**src/rtl/jump_charge_ctrl.sv**
```systemverilog
// rtl/jump_charge_ctrl.sv - Button debounce, squeeze charge and jump launch/flight sequencer (optional JUMP_CHARGE_AUTOLAUNCH_EN)
module jump_charge_ctrl #(
    parameter int DEBOUNCE_CYCLES = 65536,
    parameter int CHARGE_STEP     = 4096,
    parameter int MAX_LEVEL       = 14,
    parameter int V_MIN           = 16,
    parameter int V_STEP          = 12,
    parameter int TIMEOUT_CYCLES  = 4194304
) (
    input  logic       clk,
    input  logic       rst,
    input  logic       i_bt,
    input  logic       i_arm,
    input  logic       i_jump_done,
    output logic       o_jump_en,
    output logic [7:0] o_jump_v_init,
    output logic [3:0] o_squeeze,
    output logic       o_busy,
    output logic       o_land_pulse,
    output logic       o_timeout
);

    localparam int DEB_W  = $clog2(DEBOUNCE_CYCLES + 1);
    localparam int STEP_W = $clog2(CHARGE_STEP + 1);
    localparam int TMO_W  = $clog2(TIMEOUT_CYCLES + 1);

    localparam logic [DEB_W-1:0]  DEB_LAST  = DEB_W'(DEBOUNCE_CYCLES - 1);
    localparam logic [STEP_W-1:0] STEP_LAST = STEP_W'(CHARGE_STEP - 1);
    localparam logic [TMO_W-1:0]  TMO_LAST  = TMO_W'(TIMEOUT_CYCLES - 1);
    localparam logic [3:0]        MAX_LVL   = 4'(MAX_LEVEL);

    typedef enum logic [2:0] {
        S_IDLE,
        S_CHARGE,
        S_LAUNCH,
        S_FLIGHT,
        S_DONE
    } state_t;

    state_t             state;
    logic               bt_meta;
    logic               bt_sync;
    logic               btn_db;
    logic               btn_db_q;
    logic [DEB_W-1:0]   deb_cnt;
    logic [1:0]         fill_cnt;
    logic               press_block;
    logic [3:0]         level;
    logic [STEP_W-1:0]  step_cnt;
    logic [TMO_W-1:0]   tmo_cnt;
    logic               first_flight;

    logic               btn_rise;
    logic               btn_fall;
    logic               step_wrap;
    logic               at_max;
    logic [15:0]        v_calc;
    logic [7:0]         v_sat;

    // A rise is only a press once the post-reset release guard has cleared
    assign btn_rise  = btn_db & ~btn_db_q & ~press_block;
    assign btn_fall  = ~btn_db & btn_db_q;
    assign step_wrap = (step_cnt == STEP_LAST);
    assign at_max    = (level == MAX_LVL);
    assign v_calc    = 16'(V_MIN) + 16'(V_STEP) * {12'd0, level};
    assign v_sat     = (v_calc > 16'd255) ? 8'hFF : v_calc[7:0];

    // Two-flop synchronizer for the asynchronous button
    always_ff @(posedge clk) begin
        if (rst) begin
            bt_meta <= 1'b0;
            bt_sync <= 1'b0;
        end else begin
            bt_meta <= i_bt;
            bt_sync <= bt_meta;
        end
    end

    // Debounce: follow the synced button only after a full run of consecutive mismatches
    always_ff @(posedge clk) begin
        if (rst) begin
            btn_db   <= 1'b0;
            btn_db_q <= 1'b0;
            deb_cnt  <= '0;
        end else begin
            btn_db_q <= btn_db;
            if (bt_sync != btn_db) begin
                if (deb_cnt == DEB_LAST) begin
                    btn_db  <= bt_sync;
                    deb_cnt <= '0;
                end else begin
                    deb_cnt <= deb_cnt + DEB_W'(1);
                end
            end else begin
                deb_cnt <= '0;
            end
        end
    end

    // Release guard: a button held through reset must be seen released before a press counts.
    // fill_cnt waits for the synchronizer to refill with the real button level.
    always_ff @(posedge clk) begin
        if (rst) begin
            fill_cnt    <= 2'd0;
            press_block <= 1'b1;
        end else begin
            if (fill_cnt != 2'd2) begin
                fill_cnt <= fill_cnt + 2'd1;
            end
            if (press_block && fill_cnt == 2'd2 && !bt_sync && !btn_db) begin
                press_block <= 1'b0;
            end
        end
    end

    // Main sequencer with registered outputs
    always_ff @(posedge clk) begin
        if (rst) begin
            state         <= S_IDLE;
            level         <= 4'd0;
            step_cnt      <= '0;
            tmo_cnt       <= '0;
            first_flight  <= 1'b0;
            o_jump_en     <= 1'b0;
            o_jump_v_init <= 8'd0;
            o_squeeze     <= 4'd0;
            o_busy        <= 1'b0;
            o_land_pulse  <= 1'b0;
            o_timeout     <= 1'b0;
        end else begin
            o_land_pulse <= 1'b0;
            o_timeout    <= 1'b0;
            case (state)
                S_IDLE: begin
                    o_squeeze <= 4'd0;
                    if (btn_rise && i_arm) begin
                        state    <= S_CHARGE;
                        o_busy   <= 1'b1;
                        step_cnt <= '0;
                        level    <= 4'd0;
                    end
                end
                S_CHARGE: begin
                    if (!i_arm) begin
                        state     <= S_IDLE;
                        o_busy    <= 1'b0;
                        level     <= 4'd0;
                        o_squeeze <= 4'd0;
                        step_cnt  <= '0;
                    end else if (btn_fall) begin
                        state <= S_LAUNCH;
                    end else if (step_wrap) begin
                        step_cnt <= '0;
`ifdef JUMP_CHARGE_AUTOLAUNCH_EN
                        if (at_max) begin
                            state <= S_LAUNCH;
                        end else begin
                            level     <= level + 4'd1;
                            o_squeeze <= level + 4'd1;
                        end
`else
                        if (!at_max) begin
                            level     <= level + 4'd1;
                            o_squeeze <= level + 4'd1;
                        end
`endif
                    end else begin
                        step_cnt <= step_cnt + STEP_W'(1);
                    end
                end
                S_LAUNCH: begin
                    o_jump_v_init <= v_sat;
                    o_squeeze     <= 4'd0;
                    level         <= 4'd0;
                    o_jump_en     <= 1'b1;
                    tmo_cnt       <= '0;
                    first_flight  <= 1'b1;
                    state         <= S_FLIGHT;
                end
                S_FLIGHT: begin
                    // done in the first cycle may be stale from the previous trajectory
                    first_flight <= 1'b0;
                    if (!first_flight && i_jump_done) begin
                        state        <= S_DONE;
                        o_jump_en    <= 1'b0;
                        o_land_pulse <= 1'b1;
                    end else if (tmo_cnt == TMO_LAST) begin
                        state     <= S_DONE;
                        o_jump_en <= 1'b0;
                        o_timeout <= 1'b1;
                    end else begin
                        tmo_cnt <= tmo_cnt + TMO_W'(1);
                    end
                end
                S_DONE: begin
                    state  <= S_IDLE;
                    o_busy <= 1'b0;
                end
                default: begin
                    state     <= S_IDLE;
                    o_busy    <= 1'b0;
                    o_jump_en <= 1'b0;
                end
            endcase
        end
    end

endmodule

```
**config.mk**
```make
export PLATFORM = sky130hd
export DESIGN_NAME = jump_charge_ctrl
export DESIGN_NICKNAME = d
export VERILOG_FILES = /design/src/rtl/jump_charge_ctrl.sv
export SDC_FILE = /design/constraint.sdc
export NUM_CORES = 1
export LEC_CHECK = 0
export CAP_MARGIN = 20
export CORE_AREA = 2 2 119 98
export DETAILED_ROUTE_END_ITERATION = 12
export DIE_AREA = 0 0 121 100
export PLACE_DENSITY = 0.56
export SYNTH_ARGS = -nofsm -noshare
export SYNTH_HDL_FRONTEND = slang
export SYNTH_SLANG_ARGS = --single-unit
```
**constraint.sdc**
```tcl
create_clock -name clk -period 4.33 [get_ports clk]
set_input_delay 0.866 -clock clk [delete_from_list [all_inputs] [get_ports clk]]
set_output_delay 0.866 -clock clk [all_outputs]
set_load 0.005 [all_outputs]
```
**Word level (Yosys, flattened, before mapping)**

Index checks and enable logic that the tools add are counted.

- Register bits after elaboration: 84
- Input port bits: 5
- Word-level logic and storage cells: 114

- Add/subtract/negate cells: 6
- $mul: 1
- Magnitude comparators: 1
- Equality and inequality tests: 20
- Mux-type cells: 31
- Bitwise operators: 10
- Reductions and logical operators: 27

Operators with widths:

| cell | number |
|---|---|
| $mux W13 | 4 |
| $mux W23 | 2 |
| $pmux W23 S2 | 1 |
| $pmux W13 S2 | 1 |
| $add A23 B1 Y23 const B | 1 |
| $eq A23 B22 Y1 const B | 1 |
| $mux W4 | 5 |
| $add A17 B1 Y17 const B | 1 |
| $eq A17 B16 Y1 const B | 1 |
| $mux W3 | 5 |
| $ne A3 B3 Y1 const B | 5 |
| $add A13 B1 Y13 const B | 1 |
| $eq A13 B12 Y1 const B | 1 |
| $pmux W3 S4 | 1 |
| $pmux W4 S3 | 1 |
| $reduce_and A3 Y1 | 4 |
| $ne A2 B2 Y1 const B | 5 |
| $add A5 B8 Y9 const A | 1 |
| $gt A9 B8 Y1 const B | 1 |
| $reduce_or A3 Y1 | 3 |
| $mux W8 | 1 |
| $pmux W4 S2 | 1 |
| $not A1 Y1 | 7 |
| $eq A3 B2 Y1 const B | 2 |
| other kinds (21) | 40 |

**Depth between registers and ports, before layout**

- Depth after elaboration: 6
- Mapped depth: 11
- Gate-level depth less buffers: 8

**Least setup slack after synthesis**

Ideal clock, no wire load.

- Path kind: reg2reg
- Start: reg deb_cnt[0]
- End: reg deb_cnt[13]
- Data arrival time: 2,179 ps
- Data required time: 4,265 ps
- Path slack: 2,086 ps
- Cell stages (with the launch flop): 12
- Buffers on the path: 3
- Period minus slack after synthesis: 2,244 ps
- Cells stage by stage: dfxtp_1 -> ha_1 -> and3_1 -> and3_1 -> clkbuf_1 -> nand3_1 -> nor2_1 -> ha_1 -> or3_1 -> clkbuf_1 -> clkbuf_1 -> nor2_1

- Word-level cells in the longest chain between the ends: 2

Ends and longest elaborated chain:

| item | line | source |
|---|---|---|
| from (decl) | 45 | `logic [DEB_W-1:0] deb_cnt;` |
| from (signal assigned) | 92 | `deb_cnt <= deb_cnt + DEB_W'(1);` |
| parallel branches: the longest is 2 deep, another holds $add A17 B1 Y17 | n/a |  |

Several ways; the timed one is not identified.
A chain may end at the register's enable or synchronous reset.

==> flow_metrics.py <==
metrics = {
    "global_route": {
        "grt_pass1_wl_um": 17100,
        "grt_use_total": 0.173,
        "antenna_found_initial": 0,
        "grt_start_max_net_pins": 43,
        "grt_overflow": 0,
        "grt_pass1_vias": 3492,
    },
    "routing": {
        "antenna_left": 0,
        "drt_iter0_drc": 211,
        "routed_wl_um": 9740,
        "drtPass1Iterations": 4,
        "routed_via_density": 5.60,
        "route.vias.total": 3698,
        "wl_per_cell_um": 14.8,
        "drc": 0,
    },
    "sta": {
        "worst_hold_slack_ns": 0.436,
        "fin_worst_skew_ns": 0.00663,
        "max_slew_margin": 0.486,
        "min_period_ns": 2.95,
        "drv_slew": 0,
        "period_share": 0.682,
        "tns_ns": 0,
        "final_hold_viol_count": 0,
        "worst-slew-pin-transition_ns": 0.770,
        "rsz0062_at_grt": "no",
        "setup_viol": 0,
        "timing.fmax_ghz": 0.339,
    },
    "clock_network": {
        "cts.hold.buffers_added": 0,
        "tritoncts": "yes",
        "cts_setup_buffers": 0,
        "cts_buffers": 9,
        "path_clk_slew_ns": 0.06,
        "clock_latency_ns": 0.34,
        "post_cts_resize_count": 0,
        "cts_sinks": 83,
        "clk_root_buffer_cell": "clkbuf_16",
        "htree_levels": 3,
        "clockBufferDepth": 2,
    },
    "final_layout": {
        "finalInstanceArea_um2": 4870,
        "diodes": 0,
        "final_util": 0.440,
        "area_growth_pct": 14.4,
        "drive_above_1_share": 0.0586,
        "final_nets": 525,
    },
    "synthesis": {
        "syn_area_um2": 4260,
        "ys_ff_latch": 83,
        "ys_types": 70,
        "synthAdderAreaFrac": 0.0399,
        "synth-async-reset-ratio": 0,
        "synth_compound_area_frac": 0.204,
        "synthesis.nets": 518,
        "yosysSeqAreaShare": 0.390,
        "netlist_top_cells_area": "dfxtp_1, nor2_1, o21ai_0",
        "yosysTopAreaCell": "dfxtp_1",
        "synthFlopType": "dfxtp_1",
        "synth_area_per_cell_um2": 8.52,
        "synth_edf_count": 0,
        "post-synth-top-area-fraction": 0.390,
        "ys_warn_count": 0,
        "synth_xor_xnor_area_share": 0.0432,
        "muxShareOfSynthArea": 0.00940,
        "synth_top_family_by_area": "simple AND/OR/NAND/NOR gates",
        "netlist_instances": 500,
        "synth-simple-area-share": 0.271,
    },
    "place": {
        "portBuffers": 20,
        "routabilityCongestion": 0.871,
        "dp_hpwl_um": 6720,
        "post_dp_cell_area_um2": 4520,
    },
    "setup_path": {
        "crit_fanout": 18,
        "end_kind": "register",
        "required_ns": 4.59,
        "cp-start-kind": "primary input",
        "criticalPathCategory": "in -> reg",
        "critPathArrivalTime_ns": 3.21,
    },
    "job": {
        "cap_violations": 0,
    },
    "pwr": {
        "ir_drop_mv": 0.171,
        "p_per_area_nw_per_um2": 359,
        "leakage_uw": 0.00173,
    },
    "run_status": {
        "outcome": "finished, final reports clean",
    },
    "floorplan": {
        "die_area_um2": 12100,
        "die_h_um": 100,
        "rows": 35,
        "core_area_um2": 11100,
        "start_util": 0.385,
        "die_w_um": 121,
        "io_pins": 21,
    },
    "min_path": {
        "hold_class": "reg -> reg",
    },
}
cell usage in the layout, fill, tap and decap left out, types with 7 or more instances in the layout:
| cell type | instances |
|---|---|
| nand4_1 | 16 |
| nand2_1 | 35 |
| nand3_1 | 20 |
| nor3_1 | 15 |
| xor2_1 | 13 |
| a21oi_1 | 32 |
| clkbuf_16 | 9 |
| nand2b_1 | 7 |
| o21ai_0 | 34 |
| ha_1 | 12 |
| dfxtp_1 | 83 |
| clkdlybuf4s50_1 | 20 |
| and4_1 | 8 |
| and3_1 | 18 |
| nor2_1 | 50 |
| xnor2_1 | 8 |
| inv_1 | 12 |
cell type report:
cell class | count | area (µm²)
fillers | 1101 | 6210
multi-input cells | 379 | 2420
clock inverters | 6 | 113
inverters | 13 | 48.8
flip-flops and latches | 83 | 1660
well taps | 148 | 185
clock buffers | 10 | 239
repair buffers | 21 | 208
per-layer routing:
| metal | GRT usage | part of all wire |
|---|---|---|
| met3 | 0.0398 | 0.034 |
| met2 | 0.258 | 0.44 |
| met4 | 0.0572 | 0.0078 |
| met1 | 0.247 | 0.52 |
| met5 | 0 | 0 |
synthesized netlist by cell type (4+ instances only):
| cell | instances |
|---|---|
| nor3_1 | 15 |
| nand3_1 | 20 |
| and4_1 | 8 |
| nor4_1 | 4 |
| nand2_1 | 35 |
| and3_1 | 18 |
| nand4_1 | 16 |
| a31oi_1 | 6 |
| dfxtp_1 | 83 |
| nand3b_1 | 6 |
| a311oi_1 | 5 |
| xor2_1 | 13 |
| and2_1 | 5 |
| inv_1 | 12 |
| nand2b_1 | 7 |
| a211oi_1 | 6 |
| o41ai_1 | 4 |
| mux2i_1 | 4 |
| o21a_1 | 4 |
| ha_1 | 12 |
| xnor2_1 | 8 |
| buf_2 | 5 |
| a21oi_1 | 32 |
| o21ai_0 | 34 |
| clkbuf_1 | 11 |
| a41oi_1 | 4 |
| nor2_1 | 50 |
| nor2b_1 | 6 |
state kept, by name, indices dropped and copies added, names as in the netlist, 2 cells and up:
name	count
fill_cnt	2
deb_cnt	17
step_cnt	13
o_squeeze	4
state	3
tmo_cnt	23
level	4
o_jump_v_init	7
report_power, final:
group | switching (µW) | leakage, µW | internal, µW
Sequential | 9.02 | 0.000670 | 778
Clock | 313 | 0.000173 | 580
Combinational | 40.6 | 0.000888 | 27.3
Total | 363 | 0.00173 | 1390
stage by stage:
stage	instances	total power, µW	worst slack (ns)
finish	660	1750	1.38
global route	660	1820	1.12
CTS	660	1780	1.38
detailed placement	644	872	1.02
global placement	644	865	1.07
floorplan	500	850	2.09
path summary, 6_finish.rpt:
kind                                   from     endpoint  slack (ns)  cells past startpoint
worst max-delay path                    rst  tmo_cnt[12]        1.38                      6
worst min-delay path            tmo_cnt[22]  tmo_cnt[22]        0.44                      1
worst max register to register     state[0]  tmo_cnt[12]        1.50                      5
worst min register to register  tmo_cnt[22]  tmo_cnt[22]        0.44                      1
kinds of logic (layout without fill, tap and decap cells):
logic type	count (synthesis)	after routing
mux	4	4
fa+ha+maj	13	13
buf+inv	38	50
xor+xnor	21	21
flops	83	83
compound gates	130	130
simple gates	211	211
worst max-delay path, cell delays in order:
cell,delay [ns]
clkdlybuf4s50_1,0.44
nor4bb_1,0.65
nand2_1,0.24
a21oi_2,0.62
a41oi_1,0.19
a31oi_1,0.19
(Power assumes the default switching activity.)
